<file path="config.mk">
export PLATFORM = sky130hd
export DESIGN_NAME = paddle_ctrl
export DESIGN_NICKNAME = d
export VERILOG_FILES = /design/src/rtl/pong_pkg.sv /design/src/rtl/paddle_axis.sv /design/src/rtl/paddle_ctrl.sv
export SDC_FILE = /design/constraint.sdc
export NUM_CORES = 1
export LEC_CHECK = 0
export CAP_MARGIN = 20
export CORE_MARGIN = 2
export CORE_UTILIZATION = 43
export CTS_CLUSTER_DIAMETER = 200
export DETAILED_ROUTE_END_ITERATION = 8
export PLACE_DENSITY = 0.7
export SYNTH_ARGS = -nofsm -noshare
export SYNTH_HDL_FRONTEND = slang
export SYNTH_SLANG_ARGS = --single-unit
</file>
<file path="constraint.sdc">
create_clock -name clk -period 6.1 [get_ports clk]
set_input_delay 0.915 -clock clk [delete_from_list [all_inputs] [get_ports clk]]
set_output_delay 0.915 -clock clk [all_outputs]
set_load 0.005 [all_outputs]
</file>
<file path="src/rtl/pong_pkg.sv">
// Shared types and geometry helpers for the Pong core: button direction
// encoding, paddle FSM states and playfield limit derivation.
package pong_pkg;

  localparam int SCREEN_H_DEF    = 480;
  localparam int PADDLE_H_DEF    = 64;
  localparam int Y_W_DEF         = 10;
  localparam int STEP_DEF        = 4;
  localparam int FAST_STEP_DEF   = 8;
  localparam int HOLD_FRAMES_DEF = 8;

  // Values mirror the raw button code so decoding is a straight compare.
  typedef enum logic [1:0] {
    DIR_NONE = 2'b00,
    DIR_DOWN = 2'b01,
    DIR_UP   = 2'b10
  } dir_t;

  typedef enum logic [1:0] {
    ST_IDLE = 2'b00,
    ST_SLOW = 2'b01,
    ST_FAST = 2'b10
  } paddle_state_t;

  function automatic int y_max(input int screen_h, input int paddle_h);
    return screen_h - paddle_h;
  endfunction

  function automatic int y_center(input int screen_h, input int paddle_h);
    return y_max(screen_h, paddle_h) / 2;
  endfunction

  // Both buttons pressed cancels out, same as none pressed.
  function automatic dir_t decode_dir(input logic [1:0] btns);
    dir_t d;
    case (btns)
      2'b10:   d = DIR_UP;
      2'b01:   d = DIR_DOWN;
      default: d = DIR_NONE;
    endcase
    return d;
  endfunction

endpackage

</file>
<file path="src/rtl/paddle_axis.sv">
// One player's paddle: direction decode, slow/fast hold FSM, hold counter
// and playfield clamp. Position and fast flag are registered.
module paddle_axis
  import pong_pkg::*;
#(
  parameter int SCREEN_H    = SCREEN_H_DEF,
  parameter int PADDLE_H    = PADDLE_H_DEF,
  parameter int Y_W         = Y_W_DEF,
  parameter int STEP        = STEP_DEF,
  parameter int FAST_STEP   = FAST_STEP_DEF,
  parameter int HOLD_FRAMES = HOLD_FRAMES_DEF
) (
  input  logic           clk,
  input  logic           rst,
  input  logic           tick,
  input  logic           recenter,
  input  logic [1:0]     btns,
  output logic [Y_W-1:0] y,
  output logic           fast
);

  localparam int YMAX    = y_max(SCREEN_H, PADDLE_H);
  localparam int YCENTER = y_center(SCREEN_H, PADDLE_H);
  localparam int HW      = $clog2(HOLD_FRAMES + 1);
  localparam int ONE     = 1;

  localparam logic [Y_W:0]   YMAX_X    = YMAX[Y_W:0];
  localparam logic [Y_W-1:0] YCENTER_Y = YCENTER[Y_W-1:0];
  localparam logic [Y_W:0]   STEP_X    = STEP[Y_W:0];
  localparam logic [Y_W:0]   FAST_X    = FAST_STEP[Y_W:0];
  localparam logic [HW-1:0]  HOLD_MAX  = HOLD_FRAMES[HW-1:0];
  localparam logic [HW-1:0]  HOLD_ONE  = ONE[HW-1:0];
  // State entered after the first frame of a fresh run of one direction.
  localparam paddle_state_t  FIRST_ST  = (HOLD_FRAMES <= 1) ? ST_FAST : ST_SLOW;

  paddle_state_t  state_r, state_s;
  dir_t           last_dir_r, last_dir_s, dir_s, move_s;
  logic [HW-1:0]  hold_r, hold_s, hold_inc_s;
  logic [Y_W:0]   step_s, y_ext_s, diff_s, sum_s;
  logic [Y_W-1:0] y_r, y_s;
  logic           fast_r;

  assign dir_s      = decode_dir(btns);
  assign hold_inc_s = (hold_r >= HOLD_MAX) ? HOLD_MAX : hold_r + HOLD_ONE;

  // Next FSM state, hold count and requested move for this tick.
  always_comb begin
    state_s    = state_r;
    last_dir_s = last_dir_r;
    hold_s     = hold_r;
    move_s     = DIR_NONE;
    step_s     = STEP_X;
    if (tick) begin
      case (state_r)
        ST_IDLE: begin
          if (dir_s != DIR_NONE) begin
            move_s     = dir_s;
            hold_s     = HOLD_ONE;
            last_dir_s = dir_s;
            state_s    = FIRST_ST;
          end else begin
            hold_s = {HW{1'b0}};
          end
        end
        ST_SLOW: begin
          if (dir_s == DIR_NONE) begin
            state_s = ST_IDLE;
            hold_s  = {HW{1'b0}};
          end else if (dir_s != last_dir_r) begin
            move_s     = dir_s;
            hold_s     = HOLD_ONE;
            last_dir_s = dir_s;
            state_s    = FIRST_ST;
          end else begin
            move_s  = dir_s;
            hold_s  = hold_inc_s;
            state_s = (hold_inc_s >= HOLD_MAX) ? ST_FAST : ST_SLOW;
          end
        end
        ST_FAST: begin
          if (dir_s == DIR_NONE) begin
            state_s = ST_IDLE;
            hold_s  = {HW{1'b0}};
          end else if (dir_s == last_dir_r) begin
            move_s = dir_s;
            step_s = FAST_X;
          end else begin
            move_s     = dir_s;
            hold_s     = HOLD_ONE;
            last_dir_s = dir_s;
            state_s    = FIRST_ST;
          end
        end
        default: begin
          state_s    = ST_IDLE;
          hold_s     = {HW{1'b0}};
          last_dir_s = DIR_NONE;
        end
      endcase
    end else begin
      move_s = DIR_NONE;
    end
  end

  // Clamp the requested move to [0, YMAX]; the FSM advances regardless.
  always_comb begin
    y_ext_s = {1'b0, y_r};
    diff_s  = y_ext_s - step_s;
    sum_s   = y_ext_s + step_s;
    case (move_s)
      DIR_UP:   y_s = (y_ext_s < step_s) ? {Y_W{1'b0}} : diff_s[Y_W-1:0];
      DIR_DOWN: y_s = (sum_s > YMAX_X) ? YMAX_X[Y_W-1:0] : sum_s[Y_W-1:0];
      default:  y_s = y_r;
    endcase
  end

  // State registers; reset and recenter both restore the centred idle paddle.
  always_ff @(posedge clk) begin
    if (rst || recenter) begin
      state_r    <= ST_IDLE;
      last_dir_r <= DIR_NONE;
      hold_r     <= {HW{1'b0}};
      y_r        <= YCENTER_Y;
      fast_r     <= 1'b0;
    end else begin
      state_r    <= state_s;
      last_dir_r <= last_dir_s;
      hold_r     <= hold_s;
      y_r        <= y_s;
      fast_r     <= (state_s == ST_FAST);
    end
  end

  assign y    = y_r;
  assign fast = fast_r;

endmodule

</file>
<file path="src/rtl/paddle_ctrl.sv">
// Two-player paddle motion controller: gates frame ticks with enable and
// recenter, and drives one paddle_axis per player.
module paddle_ctrl
  import pong_pkg::*;
#(
  parameter int SCREEN_H    = SCREEN_H_DEF,
  parameter int PADDLE_H    = PADDLE_H_DEF,
  parameter int Y_W         = Y_W_DEF,
  parameter int STEP        = STEP_DEF,
  parameter int FAST_STEP   = FAST_STEP_DEF,
  parameter int HOLD_FRAMES = HOLD_FRAMES_DEF
) (
  input  logic           clk,
  input  logic           rst,
  input  logic           frame_tick,
  input  logic           enable,
  input  logic           recenter,
  input  logic [1:0]     p1_btns,
  input  logic [1:0]     p2_btns,
  output logic [Y_W-1:0] p1_y,
  output logic [Y_W-1:0] p2_y,
  output logic           p1_fast,
  output logic           p2_fast
);

  logic tick_s;

  // Recenter outranks a tick arriving in the same cycle.
  assign tick_s = frame_tick & enable & ~recenter;

  paddle_axis #(
    .SCREEN_H(SCREEN_H), .PADDLE_H(PADDLE_H), .Y_W(Y_W),
    .STEP(STEP), .FAST_STEP(FAST_STEP), .HOLD_FRAMES(HOLD_FRAMES)
  ) u_p1 (
    .clk(clk), .rst(rst), .tick(tick_s), .recenter(recenter),
    .btns(p1_btns), .y(p1_y), .fast(p1_fast)
  );

  paddle_axis #(
    .SCREEN_H(SCREEN_H), .PADDLE_H(PADDLE_H), .Y_W(Y_W),
    .STEP(STEP), .FAST_STEP(FAST_STEP), .HOLD_FRAMES(HOLD_FRAMES)
  ) u_p2 (
    .clk(clk), .rst(rst), .tick(tick_s), .recenter(recenter),
    .btns(p2_btns), .y(p2_y), .fast(p2_fast)
  );

endmodule

</file>
==> metrics.md <==
| Metric | Value |
|---|---|
| Run status | finished clean |
| Ranking of synthesized cells by area | dfxtp_1, ha_1, a21oi_1 |
| Total Routing Usage GR | 0.180 |
| Post-synth ARST share | 0 |
| FF/Latch Area | 681 sq um |
| Period utilisation layout | 0.739 |
| Initial antenna violation count | 0 |
| Post-Route WL | 6730 um |
| CTS root buf | clkbuf_8 |
| Area share of the largest cell type after synthesis | 0.231 |
| Slew @ Worst Pin | 0.821 ns |
| Critical path cell sequence | clkdlybuf4s50_1 -> inv_1 -> ha_1 -> xor2_1 -> nor3_1 -> nand3_1 -> fa_1 -> nand4b_1 -> xnor2_1 -> o32ai_1 -> nor2_1 -> a221oi_1 |
| GPL Wtd Cong | 0.880 |
| Most common flop cell mapped by yosys | dfxtp_1 |
| Die height | 86.8 um |
| Clock Latency Late Sink | 0.29 ns |
| Post-synth EDFFs | 0 |
| Slew Viols, Final | 0 |
| Delay-heaviest family, CP | simple AND/OR/NAND/NOR gates |
| Congestion Overflow GR | 0 |
| CP Max Fanout | 6 |
| Crit path depth | 12 |
| WP data required | 6.30 ns |
| WHS | 0.466 ns |
| Worst rel slew slack | 0.451 |
| Max cap viols | 0 |
| Reg2reg start | u_p2.last_dir_r[1] |
| Crit path from | p2_btns[0] |
| Detail Route Antenna Nets | 0 |
| Die Area | 7540 sq um |
| Flops & latches, synth | 34 |
| CTS Buffer Depth | 2 |
| Final-report hold violation count | 0 |
| Most area-hungry cell type in the Yosys netlist | dfxtp_1 |
| Worst hold stages | 2 |
| CTS sink cnt | 34 |
| Syn_area_per_cell | 7.70 sq um |
| # IOs | 31 |
| CTS Buf Count | 5 |
| CTS tree | done |
| Number of global-route vias before repair | 2506 |
| Worst-path clk slew | 0.09 ns |
| First DRT Iteration DRCs | 125 |
| DRC violations left | 0 |
| Effective utilization at floorplan | 0.439 |
| Die width | 86.8 um |
| Commonest non-fill, non-tap cell in the layout | dfxtp_1 |
| Seq/Total Area, Yosys | 0.231 |
| Per-cell routed wire length | 14.0 um |
| Post-layout min period | 4.51 ns |
| Leakage dissipation | 1.29 nW |
| Most frequent cells in the layout | dfxtp_1, nand2_1, nor2_1 |
| Ant diodes | 0 |
| Post-synthesis cell count | 383 |
| R2R depth | 9 |
| Worst VDD drop | 0.0000947 V |
| Nets | 441 |
| CORE AREA | 6720 sq um |
| Cell Pwr Density | 139 nW/um^2 |
| HP Class | flip-flop to flip-flop |
| Crit path max-delay cell type | o32ai_1 |
| Hold Path Origin | u_p1.last_dir_r[0] |
| Row count | 30 |
| Final TNS setup | 0 ns |
| Slowest stage delay, CP | 0.60 ns |
| Global-route wire length before repair | 11300 um |
| Drt pass-1 iters | 5 |
| Worst Setup End Kind | flip-flop |
| Routed via count | 2744 |
| Setup crit start kind | input pin |
| # hold bufs at CTS | 0 |
| Layout cell share with drive strength beyond 1 | 0.0627 |
| Final setup violation count | 0 |
| Area Growth Syn to Fin | 12.2% |
| Setup CP Type | input pin to flip-flop |
| Final core occ | 0.493 |
| Final HPWL DP | 4790 um |
| Area of the multi-input gates | 2050 sq um |
| Post_cts resized | 0 |
| Largest net degree at the start of global routing | 30 |
| RSZ-0062 raised after global routing | no |
| Layout Skew | 0.0149 ns |
| Netlist cell types | 59 |
| Yosys warning count | 0 |
| Max Clock Freq | 0.222 GHz |
| Setup repair bufs after CTS | 0 |
| PortBufs | 26 |
| H-Tree Depth | 2 |
| Worst Path Arrival | 4.71 ns |
| Fillers | 645 |
| CP bufs+invs | 2 |
| Cell Area, Synth | 2950 sq um |
| Vias per std cell | 5.73 |
-- worst paths after layout --
path / to / slack [ns]
max reg2reg: u_p2.y[5] / 2.71
min: u_p1.last_dir_r[0] / 0.47
min reg2reg: u_p1.last_dir_r[0] / 0.47
max: u_p2.y[5] / 1.59
-- worst min-delay path: stages (launching register included) --
cell     delay, ns
dfxtp_1       0.32
nand2_1       0.05
a21oi_1       0.05
-- cells by family after synthesis --
| logic type | count (synthesis) | share of synthesized area |
|---|---|---|
| buf+inv | 53 | 0.0768 |
| compound gates | 106 | 0.242 |
| mux | 5 | 0.0170 |
| flops | 34 | 0.231 |
| simple gates | 136 | 0.236 |
| other cells | 1 | 0.00127 |
| fa+ha+maj | 34 | 0.154 |
| xor+xnor | 14 | 0.0416 |
-- registers in the layout, summed over array words and instances (netlist names) --
signal           flops
u_p2.last_dir_r      2
u_p1.hold_r          4
u_p2.fast            1
u_p1.last_dir_r      2
u_p1.state_r         2
u_p1.fast            1
u_p2.state_r         2
u_p2.hold_r          4
u_p2.y               8
u_p1.y               8
-- per-stage QoR --
stage	setup WS (ns)	power, mW	cells	instance area, sq um
2_1_floorplan	2.19	0.270	386	2960
3_3_place_gp	1.52	0.285	471	3220
3_5_place_dp	1.40	0.285	471	3220
4_1_cts	1.70	0.464	479	3310
5_1_grt	1.32	0.479	479	3310
6_report	1.59	0.460	479	3310
-- power breakdown --
part	internal [mW]	switching [mW]
logic	0.0222	0.0333
clock network	0.0913	0.0874
registers	0.223	0.00238
total	0.337	0.123
-- final cells by class --
cell class | instances | share of cell area
multi-input cells | 299 | 0.620
flip-flops and latches | 34 | 0.206
repair buffers | 27 | 0.0809
inverters | 31 | 0.0352
well taps | 80 | 0.0302
clock buffers | 7 | 0.0261
clock inverters | 1 | 0.00151
-- cell usage after synthesis (all sizes together) (3+ instances only) --
library cell,instances
xnor2,6
xor2,8
o41ai,3
dfxtp,34
a21oi,30
o211ai,3
nand2b,5
inv,31
and2,7
fa,4
o21ai,19
a31oi,6
buf,9
a2111oi,3
a32oi,3
a32o,3
mux2i,5
nand3b,6
nor2b,6
ha,30
o2111ai,4
o31ai,3
or2,7
clkbuf,13
o21a,3
a221oi,6
a21o,4
nand2,32
nor3,18
nor2,32
nand3,8
-- routing by layer --
metal	wire, um	part of all wire	up-vias	track usage
met2	3230	0.48	71	0.297
met4	74	0.011	0	0.0511
li1	-	-	1389	-
met1	3190	0.47	1278	0.247
met3	235	0.035	6	0.0229
met5	0	0	-	0
Note: power is estimated with default switching activity, not from simulation.
